**src/rtl/multicycle_ctrl_if.sv**
```systemverilog
// Control bundle between the multi-cycle sequencer and the datapath.
// Carries the opcode and memory-ready inputs plus every strobe and select
// the sequencer drives.
//   master : sequencer side (reads i_op / i_mem_ready, drives o_*)
//   slave  : datapath side (drives i_op / i_mem_ready, reads o_*)
interface multicycle_ctrl_if;
    logic [6:0] i_op;
    logic       i_mem_ready;
    logic       o_mem_req;
    logic       o_adr_src;
    logic       o_mem_write;
    logic       o_ir_write;
    logic       o_pc_update;
    logic       o_branch;
    logic       o_reg_write;
    logic [1:0] o_result_src;
    logic [1:0] o_alu_src_a;
    logic [1:0] o_alu_src_b;
    logic [1:0] o_alu_op;
    logic [1:0] o_imm_src;
    logic [3:0] o_state;
    logic       o_illegal;

    modport master (
        input  i_op, i_mem_ready,
        output o_mem_req, o_adr_src, o_mem_write, o_ir_write,
        output o_pc_update, o_branch, o_reg_write, o_result_src,
        output o_alu_src_a, o_alu_src_b, o_alu_op, o_imm_src,
        output o_state, o_illegal
    );

    modport slave (
        output i_op, i_mem_ready,
        input  o_mem_req, o_adr_src, o_mem_write, o_ir_write,
        input  o_pc_update, o_branch, o_reg_write, o_result_src,
        input  o_alu_src_a, o_alu_src_b, o_alu_op, o_imm_src,
        input  o_state, o_illegal
    );
endinterface

```
**src/rtl/multicycle_ctrl.sv**
```systemverilog
// Multi-cycle control sequencer: Moore FSM stepping each instruction
// through fetch/decode/execute/memory/writeback over a shared memory port.
// Ports:
//   i_clk   : clock, rising edge
//   i_rst_n : asynchronous active-low reset
//   bus     : multicycle_ctrl_if.master (opcode, mem ready, all strobes)
// Build option: define JALR_EN to build the JALR / JALRLNK states;
// otherwise opcode 103 is treated as illegal.
module multicycle_ctrl (
    input  logic                   i_clk,
    input  logic                   i_rst_n,
    multicycle_ctrl_if.master      bus
);

    typedef enum logic [3:0] {
        S_IDLE     = 4'd0,
        S_FETCH    = 4'd1,
        S_DECODE   = 4'd2,
        S_MEMADR   = 4'd3,
        S_MEMREAD  = 4'd4,
        S_MEMWB    = 4'd5,
        S_MEMWRITE = 4'd6,
        S_EXECR    = 4'd7,
        S_EXECI    = 4'd8,
        S_ALUWB    = 4'd9,
        S_JAL      = 4'd10,
        S_BEQ      = 4'd11,
        S_JALR     = 4'd12,
        S_JALRLNK  = 4'd13
    } state_e;

    localparam logic [6:0] OP_LOAD  = 7'd3;
    localparam logic [6:0] OP_STORE = 7'd35;
    localparam logic [6:0] OP_RTYPE = 7'd51;
    localparam logic [6:0] OP_ITYPE = 7'd19;
    localparam logic [6:0] OP_JAL   = 7'd111;
    localparam logic [6:0] OP_BEQ   = 7'd99;
    localparam logic [6:0] OP_JALR  = 7'd103;

    state_e     state_q;
    state_e     state_d;

    logic [6:0] op;
    logic       mem_ready;

    logic       mem_req;
    logic       adr_src;
    logic       mem_write;
    logic       ir_write;
    logic       pc_update;
    logic       branch;
    logic       reg_write;
    logic [1:0] result_src;
    logic [1:0] alu_src_a;
    logic [1:0] alu_src_b;
    logic [1:0] alu_op;
    logic [1:0] imm_src;
    logic       illegal;

    assign op        = bus.i_op;
    assign mem_ready = bus.i_mem_ready;

    always_ff @(posedge i_clk or negedge i_rst_n) begin
        if (!i_rst_n) begin
            state_q <= S_IDLE;
        end else begin
            state_q <= state_d;
        end
    end

    always_comb begin
        state_d    = state_q;
        mem_req    = 1'b0;
        adr_src    = 1'b0;
        mem_write  = 1'b0;
        ir_write   = 1'b0;
        pc_update  = 1'b0;
        branch     = 1'b0;
        reg_write  = 1'b0;
        result_src = 2'b00;
        alu_src_a  = 2'b00;
        alu_src_b  = 2'b00;
        alu_op     = 2'b00;
        illegal    = 1'b0;

        case (state_q)
            S_IDLE: begin
                state_d = S_FETCH;
            end
            S_FETCH: begin
                // PC + 4 computed on the ALU while the fetch is in flight;
                // IR and PC only commit on the cycle memory completes.
                mem_req    = 1'b1;
                alu_src_b  = 2'b10;
                result_src = 2'b10;
                ir_write   = mem_ready;
                pc_update  = mem_ready;
                if (mem_ready) begin
                    state_d = S_DECODE;
                end
            end
            S_DECODE: begin
                // oldPC + imm lands in ALUOut as the branch/JAL target.
                alu_src_a = 2'b01;
                alu_src_b = 2'b01;
                unique case (1'b1)
                    (op == OP_LOAD),
                    (op == OP_STORE): state_d = S_MEMADR;
                    (op == OP_RTYPE): state_d = S_EXECR;
                    (op == OP_ITYPE): state_d = S_EXECI;
                    (op == OP_JAL):   state_d = S_JAL;
                    (op == OP_BEQ):   state_d = S_BEQ;
`ifdef JALR_EN
                    (op == OP_JALR):  state_d = S_JALR;
`endif
                    default: begin
                        illegal = 1'b1;
                        state_d = S_FETCH;
                    end
                endcase
            end
            S_MEMADR: begin
                alu_src_a = 2'b10;
                alu_src_b = 2'b01;
                if (op == OP_LOAD) begin
                    state_d = S_MEMREAD;
                end else if (op == OP_STORE) begin
                    state_d = S_MEMWRITE;
                end else begin
                    state_d = S_FETCH;
                end
            end
            S_MEMREAD: begin
                mem_req = 1'b1;
                adr_src = 1'b1;
                if (mem_ready) begin
                    state_d = S_MEMWB;
                end
            end
            S_MEMWB: begin
                result_src = 2'b01;
                reg_write  = 1'b1;
                state_d    = S_FETCH;
            end
            S_MEMWRITE: begin
                mem_req   = 1'b1;
                adr_src   = 1'b1;
                mem_write = 1'b1;
                if (mem_ready) begin
                    state_d = S_FETCH;
                end
            end
            S_EXECR: begin
                alu_src_a = 2'b10;
                alu_op    = 2'b10;
                state_d   = S_ALUWB;
            end
            S_EXECI: begin
                alu_src_a = 2'b10;
                alu_src_b = 2'b01;
                alu_op    = 2'b10;
                state_d   = S_ALUWB;
            end
            S_ALUWB: begin
                reg_write = 1'b1;
                state_d   = S_FETCH;
            end
            S_JAL: begin
                // PC <- target held in ALUOut; ALU forms oldPC + 4 for rd.
                alu_src_a = 2'b01;
                alu_src_b = 2'b10;
                pc_update = 1'b1;
                state_d   = S_ALUWB;
            end
            S_BEQ: begin
                alu_src_a  = 2'b10;
                alu_op     = 2'b01;
                branch     = 1'b1;
                state_d    = S_FETCH;
            end
`ifdef JALR_EN
            S_JALR: begin
                // PC <- rs1 + imm straight off the ALU.
                alu_src_a  = 2'b10;
                alu_src_b  = 2'b01;
                result_src = 2'b10;
                pc_update  = 1'b1;
                state_d    = S_JALRLNK;
            end
            S_JALRLNK: begin
                alu_src_a = 2'b01;
                alu_src_b = 2'b10;
                state_d   = S_ALUWB;
            end
`endif
            default: begin
                state_d = S_IDLE;
            end
        endcase
    end

    // Immediate format follows the opcode in every state, including reset.
    always_comb begin
        imm_src = 2'b00;
        unique case (1'b1)
            (op == OP_STORE): imm_src = 2'b01;
            (op == OP_BEQ):   imm_src = 2'b10;
            (op == OP_JAL):   imm_src = 2'b11;
            default:          imm_src = 2'b00;
        endcase
    end

    assign bus.o_mem_req    = mem_req;
    assign bus.o_adr_src    = adr_src;
    assign bus.o_mem_write  = mem_write;
    assign bus.o_ir_write   = ir_write;
    assign bus.o_pc_update  = pc_update;
    assign bus.o_branch     = branch;
    assign bus.o_reg_write  = reg_write;
    assign bus.o_result_src = result_src;
    assign bus.o_alu_src_a  = alu_src_a;
    assign bus.o_alu_src_b  = alu_src_b;
    assign bus.o_alu_op     = alu_op;
    assign bus.o_imm_src    = imm_src;
    assign bus.o_state      = state_q;
    assign bus.o_illegal    = illegal;

endmodule
```
**src/flat_wrapper.sv**
```systemverilog
// flat-port wrapper written by rule: the top's interface ports become plain ports
module multicycle_ctrl_flat 
  (i_clk, i_rst_n, bus_i_op, bus_i_mem_ready, bus_o_mem_req, bus_o_adr_src, bus_o_mem_write, bus_o_ir_write, bus_o_pc_update, bus_o_branch, bus_o_reg_write, bus_o_result_src, bus_o_alu_src_a, bus_o_alu_src_b, bus_o_alu_op, bus_o_imm_src, bus_o_state, bus_o_illegal);
  multicycle_ctrl_if bus_i ();
  input  logic i_clk;
  input  logic i_rst_n;
  input wire logic [$bits(bus_i.i_op)-1:0] bus_i_op;
  input wire logic [$bits(bus_i.i_mem_ready)-1:0] bus_i_mem_ready;
  output wire logic [$bits(bus_i.o_mem_req)-1:0] bus_o_mem_req;
  output wire logic [$bits(bus_i.o_adr_src)-1:0] bus_o_adr_src;
  output wire logic [$bits(bus_i.o_mem_write)-1:0] bus_o_mem_write;
  output wire logic [$bits(bus_i.o_ir_write)-1:0] bus_o_ir_write;
  output wire logic [$bits(bus_i.o_pc_update)-1:0] bus_o_pc_update;
  output wire logic [$bits(bus_i.o_branch)-1:0] bus_o_branch;
  output wire logic [$bits(bus_i.o_reg_write)-1:0] bus_o_reg_write;
  output wire logic [$bits(bus_i.o_result_src)-1:0] bus_o_result_src;
  output wire logic [$bits(bus_i.o_alu_src_a)-1:0] bus_o_alu_src_a;
  output wire logic [$bits(bus_i.o_alu_src_b)-1:0] bus_o_alu_src_b;
  output wire logic [$bits(bus_i.o_alu_op)-1:0] bus_o_alu_op;
  output wire logic [$bits(bus_i.o_imm_src)-1:0] bus_o_imm_src;
  output wire logic [$bits(bus_i.o_state)-1:0] bus_o_state;
  output wire logic [$bits(bus_i.o_illegal)-1:0] bus_o_illegal;
  assign bus_i.i_op = bus_i_op;
  assign bus_i.i_mem_ready = bus_i_mem_ready;
  assign bus_o_mem_req = bus_i.o_mem_req;
  assign bus_o_adr_src = bus_i.o_adr_src;
  assign bus_o_mem_write = bus_i.o_mem_write;
  assign bus_o_ir_write = bus_i.o_ir_write;
  assign bus_o_pc_update = bus_i.o_pc_update;
  assign bus_o_branch = bus_i.o_branch;
  assign bus_o_reg_write = bus_i.o_reg_write;
  assign bus_o_result_src = bus_i.o_result_src;
  assign bus_o_alu_src_a = bus_i.o_alu_src_a;
  assign bus_o_alu_src_b = bus_i.o_alu_src_b;
  assign bus_o_alu_op = bus_i.o_alu_op;
  assign bus_o_imm_src = bus_i.o_imm_src;
  assign bus_o_state = bus_i.o_state;
  assign bus_o_illegal = bus_i.o_illegal;
  multicycle_ctrl u_core (.i_clk(i_clk), .i_rst_n(i_rst_n), .bus(bus_i));
endmodule
```
**config.mk**
```make
export PLATFORM = sky130hd
export DESIGN_NAME = multicycle_ctrl_flat
export DESIGN_NICKNAME = d
export VERILOG_FILES = /design/src/rtl/multicycle_ctrl_if.sv /design/src/rtl/multicycle_ctrl.sv /design/src/flat_wrapper.sv
export SDC_FILE = /design/constraint.sdc
export NUM_CORES = 1
export LEC_CHECK = 0
export BUFFER_PORTS_ARGS = -buffer_cell sky130_fd_sc_hd__buf_2
export CAP_MARGIN = 20
export CORE_MARGIN = 4
export CORE_UTILIZATION = 41
export DETAILED_ROUTE_END_ITERATION = 8
export PLACE_DENSITY = 0.74
export SLEW_MARGIN = 15
export SYNTH_ARGS = -nofsm -noshare
export SYNTH_HDL_FRONTEND = slang
export SYNTH_SLANG_ARGS = --single-unit
```
**constraint.sdc**
```tcl
create_clock -name i_clk -period 1.5 [get_ports i_clk]
set_input_delay 0 -clock i_clk [delete_from_list [all_inputs] [get_ports i_clk]]
set_output_delay 0 -clock i_clk [all_outputs]
set_load 0.02 [all_outputs]
```
# After elaboration in Yosys (flattened, before gate mapping)
# Cells that the tools add are included.
dict set report word_totals {
  out_inout_bits 22
  elab_cells 56
  reg_bits 4
}
dict set report classes {
  n_mux 21
  reduce_logical 14
  n_eq_ne 20
}
# operator count
set op_table {}
lappend op_table {{$pmux 4 s7} 1}
lappend op_table {{$pmux 4 s5} 1}
lappend op_table {{$eq 4x3->1 const B} 4}
lappend op_table {{$eq 4x4->1 const B} 4}
lappend op_table {{$mux 4} 4}
lappend op_table {{$pmux 2 s2} 4}
lappend op_table {{$eq 7x6->1 const B} 2}
lappend op_table {{$eq 7x7->1 const B} 2}
lappend op_table {{$reduce_or 2->1} 6}
lappend op_table {{$reduce_or 3->1} 3}
lappend op_table {{$eq 4x2->1 const B} 2}
lappend op_table {{$mux 1} 8}
lappend op_table {{$reduce_or 4->1} 2}
lappend op_table {{$eq 7x2->1 const B} 1}
lappend op_table {{$eq 7x5->1 const B} 1}
lappend op_table {{$ne 2x2->1 const B} 3}
lappend op_table {{$pmux 2 s3} 1}
lappend op_table {{$reduce_or 6->1} 1}
lappend op_table {{$eq 4x1->1 const B} 1}
lappend op_table {{$logic_not 4->1} 1}
lappend op_table {{$mux 3} 1}
lappend op_table {{$reduce_and 3->1} 1}
lappend op_table {{$pmux 1 s2} 1}

# Longest topological paths before layout
# Gate-level depths: netlist of run 1.
dict set report logic_depth {
  word_depth 4
  mapped_depth 5
  ltp_nobuf 4
}

# Worst setup path after synthesis of run 1
# No wires, ideal clock.
dict set report synth_timing {
  path_kind {register -> output}
  start {register u_core.state_q[0], in the netlist u_core.bus.o_state[0]}
  end {output bus_o_illegal}
  stages_incl_launch_ff 4
  arrival_ns 1.599
  path_slack_ns -0.099
  path_cell_list {dfrtp_1 > buf_2 > nand2b_1 > nor4b_1}
}
dict set report synth_via {
  elab_chain_cells 2
}
# item line_no
set synth_rtl {}
lappend synth_rtl {{from (decl)} multicycle_ctrl.sv:40} ;# state_e state_q;
lappend synth_rtl {{from (signal assigned)} multicycle_ctrl.sv:67} ;# state_q <= state_d;
lappend synth_rtl {{$eq 4x2->1} multicycle_ctrl.sv:86} ;# case (state_q)
lappend synth_rtl {{$mux 1} multicycle_ctrl.sv:86}
lappend synth_rtl {{to (decl)} flat_wrapper.sv:22} ;# output wire logic [$bits(bus_i.o_illegal)-1:0] bus_o_illegal;
# Every way passes these cells.

# Worst setup path after layout of run 1
dict set report layout_timing {
  start {register u_core.state_q[1], in the netlist u_core.bus.o_state[1]}
  end {output bus_o_alu_src_a[1]}
}
dict set report layout_via {
  elab_chain_cells 3
  word_cells_on_any_way 9
  classes_between {eq/ne: 6; mux: 1; reduce/logical: 2}
}
# item line_no
set layout_rtl {}
lappend layout_rtl {{$eq 4x3->1 (tied with other cells)} multicycle_ctrl.sv:86}
lappend layout_rtl {{$reduce_or 4->1 (no line) or $reduce_or 2->1 (tied branches)} --}
lappend layout_rtl {{$pmux 2 s2 (*)} multicycle_ctrl.sv:86}
lappend layout_rtl {{to (decl)} flat_wrapper.sv:17} ;# output wire logic [$bits(bus_i.o_alu_src_a)-1:0] bus_o_alu_src_a;
# Every way passes the cells marked *; elsewhere a longest branch is shown, timed or not.

==> flow_summary_export.csv, run 1 <==
group,metric,value,unit
cells_and_area,layout_commonest_cell,"buf_2",
yosys,yosysUniqueCellTypes,31,
cells_and_area,layout-drive-gt1-share,45.2,%
yosys,yosysWarnings,0,
setup_path,cp_max_fo,6,
cells_and_area,area_growth,48.4,%
yosys,netlist_instances,80,
clocking,cts_buffers,3,
sta,rsz0062_at_grt,"yes",
clocking,path_clk_slew,40,ps
place,port-buffer-count,31,
yosys,synth-xor-area-share,1.62,%
clocking,cts_buffer_depth,2,
setup_path,crit_required,1500,ps
power_and_ir_drop,share_comb_of_total_power,72.3,%
place,dp_hpwl,1280,um
cells_and_area,largest_register_ffs,4,
sta,maxSlewHeadroom,67.7,%
drt,vias,711,
sta,max_freq,702,MHz
floorplanning,die_x,44.3,um
power_and_ir_drop,total_power,1.18,mW
cells_and_area,num-nets-final,127,
sta,fin_setup_tns,0,ps
yosys,ys_ff_latch,4,
grt,grt_max_degree,13,
clocking,cts_root_buf,"clkbuf_4",
yosys,async_flop_share,100,%
min_path,min_path_type,"input port to asynchronous set/reset pin",
power_and_ir_drop,max-vdd-ir-drop,0.875,mV
clocking,worstSkewPairLatency,240,ps
power_and_ir_drop,internal_power,0.594,mW
clocking,cts_sinks,4,
yosys,synth_edf_count,0,
cells_and_area,register_area,104,sq um
clocking,h-tree-depth,1,
floorplanning,die_h,44.3,um
yosys,synthAdderAreaFrac,1.85,%
drt,dr.max_layer_used,"met4",
floorplanning,start_util,46.2,%
setup_path,cp-start-kind,"flop",
clocking,tritoncts,"built",
setup_path,critPathKind,"flop to output port",
sta,fin_crit,1420,ps
grt,grt_first_pass_wirelength,2450,um
power_and_ir_drop,p_leak,0.406,nW
drt,wl_per_cell,12.6,um
drt,final_antenna_net_count,0,
floorplanning,io_pins,32,
run,timing.max_cap.violations,0,
sta,finClkSkew,6.29,ps
grt,overflow,0,
sta,drv_slew,0,
cells_and_area,multiInputGateArea,422,sq um
floorplanning,rows,12,
status,status,"complete, no violations",
yosys,synth_fp_nets,90,
drt,wl,1620,um
power_and_ir_drop,switching_share,49.7,%
yosys,synth_top_family_by_area,"simple AND/OR/NAND/NOR gates",
yosys,avgSynthCellArea,6.76,sq um
drt,wl_met1,693,um
setup_path,end_kind,"output port",
yosys,synth_compound_area_share,24.3,%
power_and_ir_drop,clkPwrFrac,11.2,%
drt,wl_met2,749,um
grt,grtUsageTotal,16.4,%
drt,drt_iter0_drc,31,
drt,dr.pass1.iters,4,
sta,hold_viol,0,
yosys,synth_ff_type,"dfrtp_1",
sta,worstMarginPinSlew,481,ps
cells_and_area,diodes,0,
yosys,synthMuxAreaShare,0,%
drt,drcViolationCount,0,
sta,post-route-period-util,95.0,%
power_and_ir_drop,seq_power_share,16.5,%
cells_and_area,final_cell_mix,"28 x buf_2, 11 x a21oi_1, 11 x nor2_1",
grt,grt_pass1_vias,576,
power_and_ir_drop,powerDensity,1470,mW/mm^2
drt,vias_per_cell,5.51,
floorplanning,core,0.00117,sq mm
power_and_ir_drop,p_switching,0.587,mW
sta,finalSetupViolations,0,
setup_path,crit_arrival,1420,ps
cells_and_area,fillers,109,
floorplanning,die_area,0.00196,sq mm
place,routabilityCongestion,0.887,
yosys,seq_area_frac_synth,18.5,%
yosys,syn_area,541,sq um
yosys,synthSimpleGateAreaFrac,45.6,%
drt,dr_wl_met3,165,um
grt,antenna_found_initial,0,
==> final timing paths <==
check | slack, ps | to | depth (start not counted) | startpoint
min in group i_clk | 100 | u_core.bus.o_state[2]$_DFFE_PN0P_ | 4 | bus_i_mem_ready
setup reg to reg | 180 | u_core.bus.o_state[1]$_DFFE_PN0P_ | 4 | u_core.bus.o_state[0]$_DFFE_PN0P_
hold reg to reg | 620 | u_core.bus.o_state[2]$_DFFE_PN0P_ | 3 | u_core.bus.o_state[1]$_DFFE_PN0P_
setup / recovery | 80 | bus_o_alu_src_a[1] | 5 | u_core.bus.o_state[1]$_DFFE_PN0P_
hold / removal | 90 | u_core.bus.o_state[2]$_DFFE_PN0P_ | 2 | i_rst_n
max in group asynchronous | 1280 | u_core.bus.o_state[1]$_DFFE_PN0P_ | 2 | i_rst_n
==> cell usage after synthesis, drive strengths merged (2+ instances only) <==
cell type	count	area, sq um
nor4	2	12.5
a21oi	11	55.1
buf	3	17.5
nor4b	2	23.8
nand3	2	10.0
dfrtp	4	100
nand2b	5	31.3
nand2	4	15.0
or3	3	20.0
o21ai	6	30.0
nand4b	2	17.5
nand3b	3	35.0
inv	4	15.0
nor3	4	20.0
clkbuf	3	11.3
nor2	12	45.0
==> through the flow <==
step	hold WS (ps)	cells	setup slack [ps]	instance area (sq um)	util [%]
2_1_floorplan	-296	80	17.4	553	-
3_3_place_gp	-194	124	229	734	62.7
3_5_place_dp	-192	124	215	734	62.7
4_1_cts	87.5	128	32.8	777	66.3
5_1_grt	102	129	-20.1	802	68.5
6_report	87.0	129	75.2	802	68.5
==> what timing repair did <==
action / in CTS / in global routing
pin swaps: 0 / 2
hold buffers: 1 / 0
hold endpoints to repair: 4 / 0
setup endpoints to repair: 2 / 4
gates resized for setup: 4 / 8
buffers inserted: 0 / 1
==> per-layer routing <==
layer  GRT usage [%]  vias to the layer above
met2            25.6                       40
met5               0                        -
met4            9.04                        0
met3            1.22                        2
met1            22.0                      308
li1                -                      361
==> kinds of logic after synthesis <==
family	count (synthesis)
xor gates and xnor gates	1
DFF	4
buffers and inverters	10
AOI/OAI and AO/OA	23
adders and majority gates	1
and+or+nand+nor	41
==> worst max-delay path: stages, from the launching register on <==
cell      delay [ps]
dfrtp_2          430
buf_6            140
nand3b_1         190
a21o_1           200
o21ai_1           70
buf_4            160
==> cell type report <==
type                            count  share of cell area (%)
Inverter                            4                    1.87
Sequential cell                     4                    12.9
Clock buffer                        3                    2.81
Timing Repair Buffer               38                    27.6
Tap cell                           14                    2.18
Multi-Input combinational cell     66                    52.6
==> power by group through the flow <==
stage                     clock network, mW  registers [mW]  logic, mW
after floorplan                           0           0.188      0.519
after global placement                    0           0.174      0.767
after detailed placement                  0           0.178      0.781
after CTS                             0.137           0.188      0.802
after global routing                  0.152           0.201      0.915
final                                 0.133           0.194      0.854
No activity file was read; power rests on OpenSTA's default activity.
==> run 2, diff against run 1 <==
Settings changed: CORE_AREA set to 4 4 41 43, CORE_MARGIN 4 to unset, CORE_UTILIZATION 41 to unset, DIE_AREA set to 0 0 45 47, PLACE_DENSITY 0.74 to 0.73.
Clock period 1.5 ns to 1.74 ns, I/O delays scaled along.
==> flow_summary_export.csv, run 2 (synthesized netlist as in run 1, its figures left out) <==
group,metric,value,unit
setup_path,slowest_delay,470,ps
clocking,path_clk_slew,40,ps
cells_and_area,largest_register_ffs,4,
place,port-buffer-count,31,
grt,grt_max_degree,20,
clocking,h-tree-depth,1,
cells_and_area,final_cell_mix,"31 x buf_2, 12 x nor2_1, 11 x a21oi_1",
floorplanning,core,0.00130,sq mm
drt,wl,1500,um
sta,fin_hold_ws,100,ps
drt,vias_per_cell,5.46,
power_and_ir_drop,powerDensity,1230,mW/mm^2
grt,grt_first_pass_wirelength,2460,um
drt,dr.pass1.iters,2,
grt,antenna_found_initial,0,
sta,hold_viol,0,
sta,post-route-period-util,93.0,%
power_and_ir_drop,max-vdd-ir-drop,0.593,mV
sta,maxSlewHeadroom,74.4,%
clocking,cts_buffer_depth,2,
cells_and_area,final_area,721,sq um
clocking,worstSkewPairLatency,240,ps
clocking,cts_setup_buffers,0,
sta,worstMarginPinSlew,381,ps
grt,grt_pass1_vias,565,
setup_path,crit_path_cell_trace,"nand2b_1 > or3_1 > a21oi_1 > buf_2",
setup_path,cpMaxStageDelayCell,"dfrtp_1",
setup_path,path_delay_family,"simple AND/OR/NAND/NOR gates",
sta,rsz0062_at_grt,"no",
drt,final_antenna_net_count,0,
power_and_ir_drop,p_leak,0.363,nW
cells_and_area,num-nets-final,121,
place,dp_hpwl,1200,um
cells_and_area,diodes,0,
drt,drcViolationCount,0,
setup_path,cp_max_fo,12,
place,routabilityCongestion,0.807,
floorplanning,io_pins,32,
clocking,cts_sinks,4,
sta,finClkSkew,4.94,ps
setup_path,crit_required,1740,ps
cells_and_area,layout_commonest_cell,"buf_2",
setup_path,critPathKind,"flop to output port",
min_path,min_path_type,"input port to flop",
sta,drv_slew,0,
drt,drt_iter0_drc,6,
cells_and_area,area_growth,33.3,%
grt,overflow,0,
drt,vias,677,
setup_path,cp-start-kind,"flop",
clocking,cts_buffers,3,
run,timing.max_cap.violations,0,
sta,fin_crit,1620,ps
cells_and_area,layout-drive-gt1-share,36.7,%
clocking,cts_root_buf,"clkbuf_4",
floorplanning,rows,13,
grt,grtUsageTotal,15.5,%
clocking,tritoncts,"built",
sta,max_freq,618,MHz
setup_path,crit_arrival,1620,ps
floorplanning,die_area,0.00212,sq mm
sta,fin_setup_tns,0,ps
floorplanning,die_h,47,um
status,status,"complete, no violations",
setup_path,worst-path-buf-inv,1,
floorplanning,die_x,45,um
place,postPlaceCellArea,686,sq um
setup_path,end_kind,"output port",
sta,finalSetupViolations,0,
drt,wl_per_cell,12.1,um
floorplanning,start_util,41.5,%
[run 2: changes by cell type in the layout (fill, tap and decap cells not counted), sizes merged]
cell,previous run,this run
buf,37,31
[run 2: worst paths after layout]
kind,depth (start not counted),slack (ps),startpoint,to
worst max-delay path,4,120,u_core.bus.o_state[1]$_DFFE_PN0P_,bus_o_pc_update
min in group asynchronous,2,110,i_rst_n,u_core.bus.o_state[1]$_DFFE_PN0P_
worst min-delay path,4,100,bus_i_mem_ready,u_core.bus.o_state[2]$_DFFE_PN0P_
worst min register to register,1,600,u_core.bus.o_state[3]$_DFFE_PN0P_,u_core.bus.o_state[2]$_DFFE_PN0P_
worst max register to register,4,380,u_core.bus.o_state[0]$_DFFE_PN0P_,u_core.bus.o_state[1]$_DFFE_PN0P_
max in group asynchronous,2,1490,i_rst_n,u_core.bus.o_state[2]$_DFFE_PN0P_
[run 2: area by class of cell]
type	instances	area [sq um]
Sequential cell	4	103
Multi-Input combinational cell	66	397
Inverter	4	15.0
Fill cell	141	581
Timing Repair Buffer	32	165
Clock buffer	3	22.5
Tap cell	15	18.8
[run 2: repair_timing]
item / 4_1_cts / 5_1_grt
hold endpoints to repair: 4 / 0
gates resized for setup: 0 / 2
hold buffers: 1 / 0
endpoints found under the setup margin: 0 / 1
[run 2: stage by stage]
stage	cells	worst slack (ps)	total power, mW	utilization [%]
after global routing	124	20.5	0.970	55.4
after CTS	124	108	0.892	55.2
final	124	121	0.885	55.4
after floorplan	80	141	0.601	-
after detailed placement	120	359	0.768	52.7
after global placement	120	355	0.766	52.7
[run 2: tightest hold or removal path: stages]
cell and delay (ps):
buf_2 120, a21oi_1 70, nand2_1 60, a21oi_1 50
[run 2: report_power, final]
group / switching (mW) / total (mW) / internal (mW) / leakage, nW
clock network: 0.0402 / 0.118 / 0.0773 / 0.0138
logic: 0.362 / 0.586 / 0.224 / 0.301
registers: 0.0641 / 0.181 / 0.117 / 0.0481
total: 0.466 / 0.885 / 0.419 / 0.363
[run 2: per-layer routing]
layer  wire length, um  GRT usage [%]  up-vias
met5                 0              0        -
met4                14           5.26        0
met3               110           3.07        2
met2               693           25.1       23
met1               683           20.6      302
li1                  -              -      350
==> run 3, diff against run 2 <==
Settings changed: BUFFER_PORTS_ARGS -buffer_cell sky130_fd_sc_hd__buf_2 to -buffer_cell sky130_fd_sc_hd__buf_4.
==> flow_summary_export.csv, run 3 (synthesized netlist as in run 1, its figures left out) <==
group,metric,value,unit
drt,wl_per_cell,13.6,um
sta,max_freq,624,MHz
grt,grt_max_degree,20,
cells_and_area,area_growth,48.4,%
min_path,min_path_type,"input port to asynchronous set/reset pin",
cells_and_area,final_cell_mix,"31 x buf_4, 12 x nor2_1, 11 x a21oi_1",
clocking,tritoncts,"built",
cells_and_area,fin_util,61.6,%
drt,drt_iter0_drc,16,
cells_and_area,fillers,130,
floorplanning,rows,13,
sta,fin_setup_tns,0,ps
place,port-buffer-count,31,
grt,antenna_found_initial,0,
sta,maxSlewHeadroom,76.1,%
setup_path,slowest_delay,550,ps
power_and_ir_drop,switching_share,49.8,%
drt,vias_per_cell,5.57,
clocking,cts_buffer_depth,2,
floorplanning,die_area,0.00212,sq mm
cells_and_area,diodes,0,
sta,post-route-period-util,92.2,%
drt,wl,1680,um
sta,rsz0062_at_grt,"no",
floorplanning,die_x,45,um
clocking,cts_buffers,3,
setup_path,cpMaxStageDelayCell,"dfrtp_1",
clocking,worstSkewPairLatency,250,ps
setup_path,crit_required,1740,ps
power_and_ir_drop,seq_power_share,19.2,%
power_and_ir_drop,clkPwrFrac,12.4,%
setup_path,end_kind,"output port",
sta,worstMarginPinSlew,359,ps
power_and_ir_drop,internal_power,0.501,mW
setup_path,crit_arrival,1600,ps
drt,drcViolationCount,0,
place,routabilityCongestion,0.862,
cells_and_area,final_cell_count_no_fill,124,
clocking,h-tree-depth,1,
cells_and_area,layout-drive-gt1-share,38.5,%
sta,finalSetupViolations,0,
floorplanning,io_pins,32,
setup_path,cp-start-kind,"flop",
grt,grtUsageTotal,16.9,%
sta,hold_viol,0,
power_and_ir_drop,max-vdd-ir-drop,0.813,mV
setup_path,worst-path-buf-inv,2,
clocking,cts_sinks,4,
setup_path,crit_path_cell_trace,"inv_1 > or3_1 > a21oi_1 > buf_4",
cells_and_area,largest_register_ffs,4,
place,dp_hpwl,1310,um
run,timing.max_cap.violations,0,
cells_and_area,num-nets-final,121,
setup_path,critPathKind,"flop to output port",
floorplanning,core,0.00130,sq mm
status,status,"complete, no violations",
setup_path,path_delay_family,"flip-flops",
sta,fin_crit,1600,ps
cells_and_area,layout_commonest_cell,"buf_4",
setup_path,cp_max_fo,12,
sta,drv_slew,0,
floorplanning,die_h,47,um
clocking,cts_root_buf,"clkbuf_4",
floorplanning,start_util,41.5,%
grt,grt_pass1_vias,600,
drt,dr.pass1.iters,4,
power_and_ir_drop,p_leak,0.374,nW
clocking,path_clk_slew,50,ps
grt,overflow,0,
place,dp_cells,120,
drt,final_antenna_net_count,0,
grt,grt_first_pass_wirelength,2660,um
drt,vias,691,
power_and_ir_drop,powerDensity,1240,mW/mm^2
power_and_ir_drop,share_comb_of_total_power,68.5,%
power_and_ir_drop,p_switching,0.497,mW
sta,finClkSkew,15.5,ps
## run 3: changes by cell type in the layout (fill, tap and decap cells not counted)
cell	delta
dfrtp_1	-1
nand2b_1	-1
nand2b_2	+1
buf_2	-31
dfrtp_2	+1
buf_4	+31
## run 3: layer usage
metal	track usage (%)	part of all wire, %	vias up
li1	-	-	353
met1	21.7	43	300
met2	26.8	46	34
met3	4.60	9.3	4
met4	6.43	1.8	0
met5	0	0	-
## run 3: power by group through the flow
stage | logic, mW | registers (mW) | clock network [mW]
detailed placement | 0.681 | 0.186 | 0
finish | 0.684 | 0.191 | 0.123
global route | 0.748 | 0.203 | 0.130
CTS | 0.685 | 0.185 | 0.122
floorplan | 0.440 | 0.162 | 0
global placement | 0.671 | 0.181 | 0
## run 3: final timing paths
| check | cells after the start | from | slack [ps] | to |
|---|---|---|---|---|
| worst max-delay path | 4 | u_core.bus.o_state[0]$_DFFE_PN0P_ | 140 | bus_o_alu_src_b[1] |
| worst min-delay path | 2 | i_rst_n | 80 | u_core.bus.o_state[0]$_DFFE_PN0P_ |
| worst max register to register | 4 | u_core.bus.o_state[0]$_DFFE_PN0P_ | 330 | u_core.bus.o_state[1]$_DFFE_PN0P_ |
| worst min register to register | 1 | u_core.bus.o_state[3]$_DFFE_PN0P_ | 640 | u_core.bus.o_state[2]$_DFFE_PN0P_ |
| max in group asynchronous | 2 | i_rst_n | 1530 | u_core.bus.o_state[3]$_DFFE_PN0P_ |
| min in group i_clk | 4 | bus_i_mem_ready | 100 | u_core.bus.o_state[2]$_DFFE_PN0P_ |
## run 3: metrics by stage
| step | hold WS, ps | total power, mW | setup WS (ps) | instance area (sq um) |
|---|---|---|---|---|
| 6_report | 83.9 | 0.998 | 136 | 802 |
| 5_1_grt | 87.0 | 1.08 | 18.8 | 802 |
| 4_1_cts | 92.7 | 0.992 | 74.0 | 796 |
| 3_5_place_dp | -201 | 0.866 | 334 | 763 |
| 3_3_place_gp | -201 | 0.853 | 331 | 763 |
| 2_1_floorplan | -296 | 0.601 | 141 | 541 |
## run 3: layout make-up
type | count | area (sq um) | share of cell area (%)
Multi-Input combinational cell | 66 | 399 | 49.8
Timing Repair Buffer | 32 | 243 | 30.3
Sequential cell | 4 | 104 | 12.9
Clock buffer | 3 | 22.5 | 2.81
Tap cell | 15 | 18.8 | 2.34
Inverter | 4 | 15.0 | 1.87
## run 3: worst reg2reg max path: cells and delay by family, from the launching register on
family,cells,cell delay (ps)
AO/OA/AOI/OAI,2,290
flip-flops,1,500
AND/OR/NAND/NOR,2,510
## run 3: repair_timing
item	CTS	global route
buffers inserted	0	0
endpoints found under the hold margin	4	0
resized for setup	0	4
endpoints found under the setup margin	0	2
hold buffers	1	0
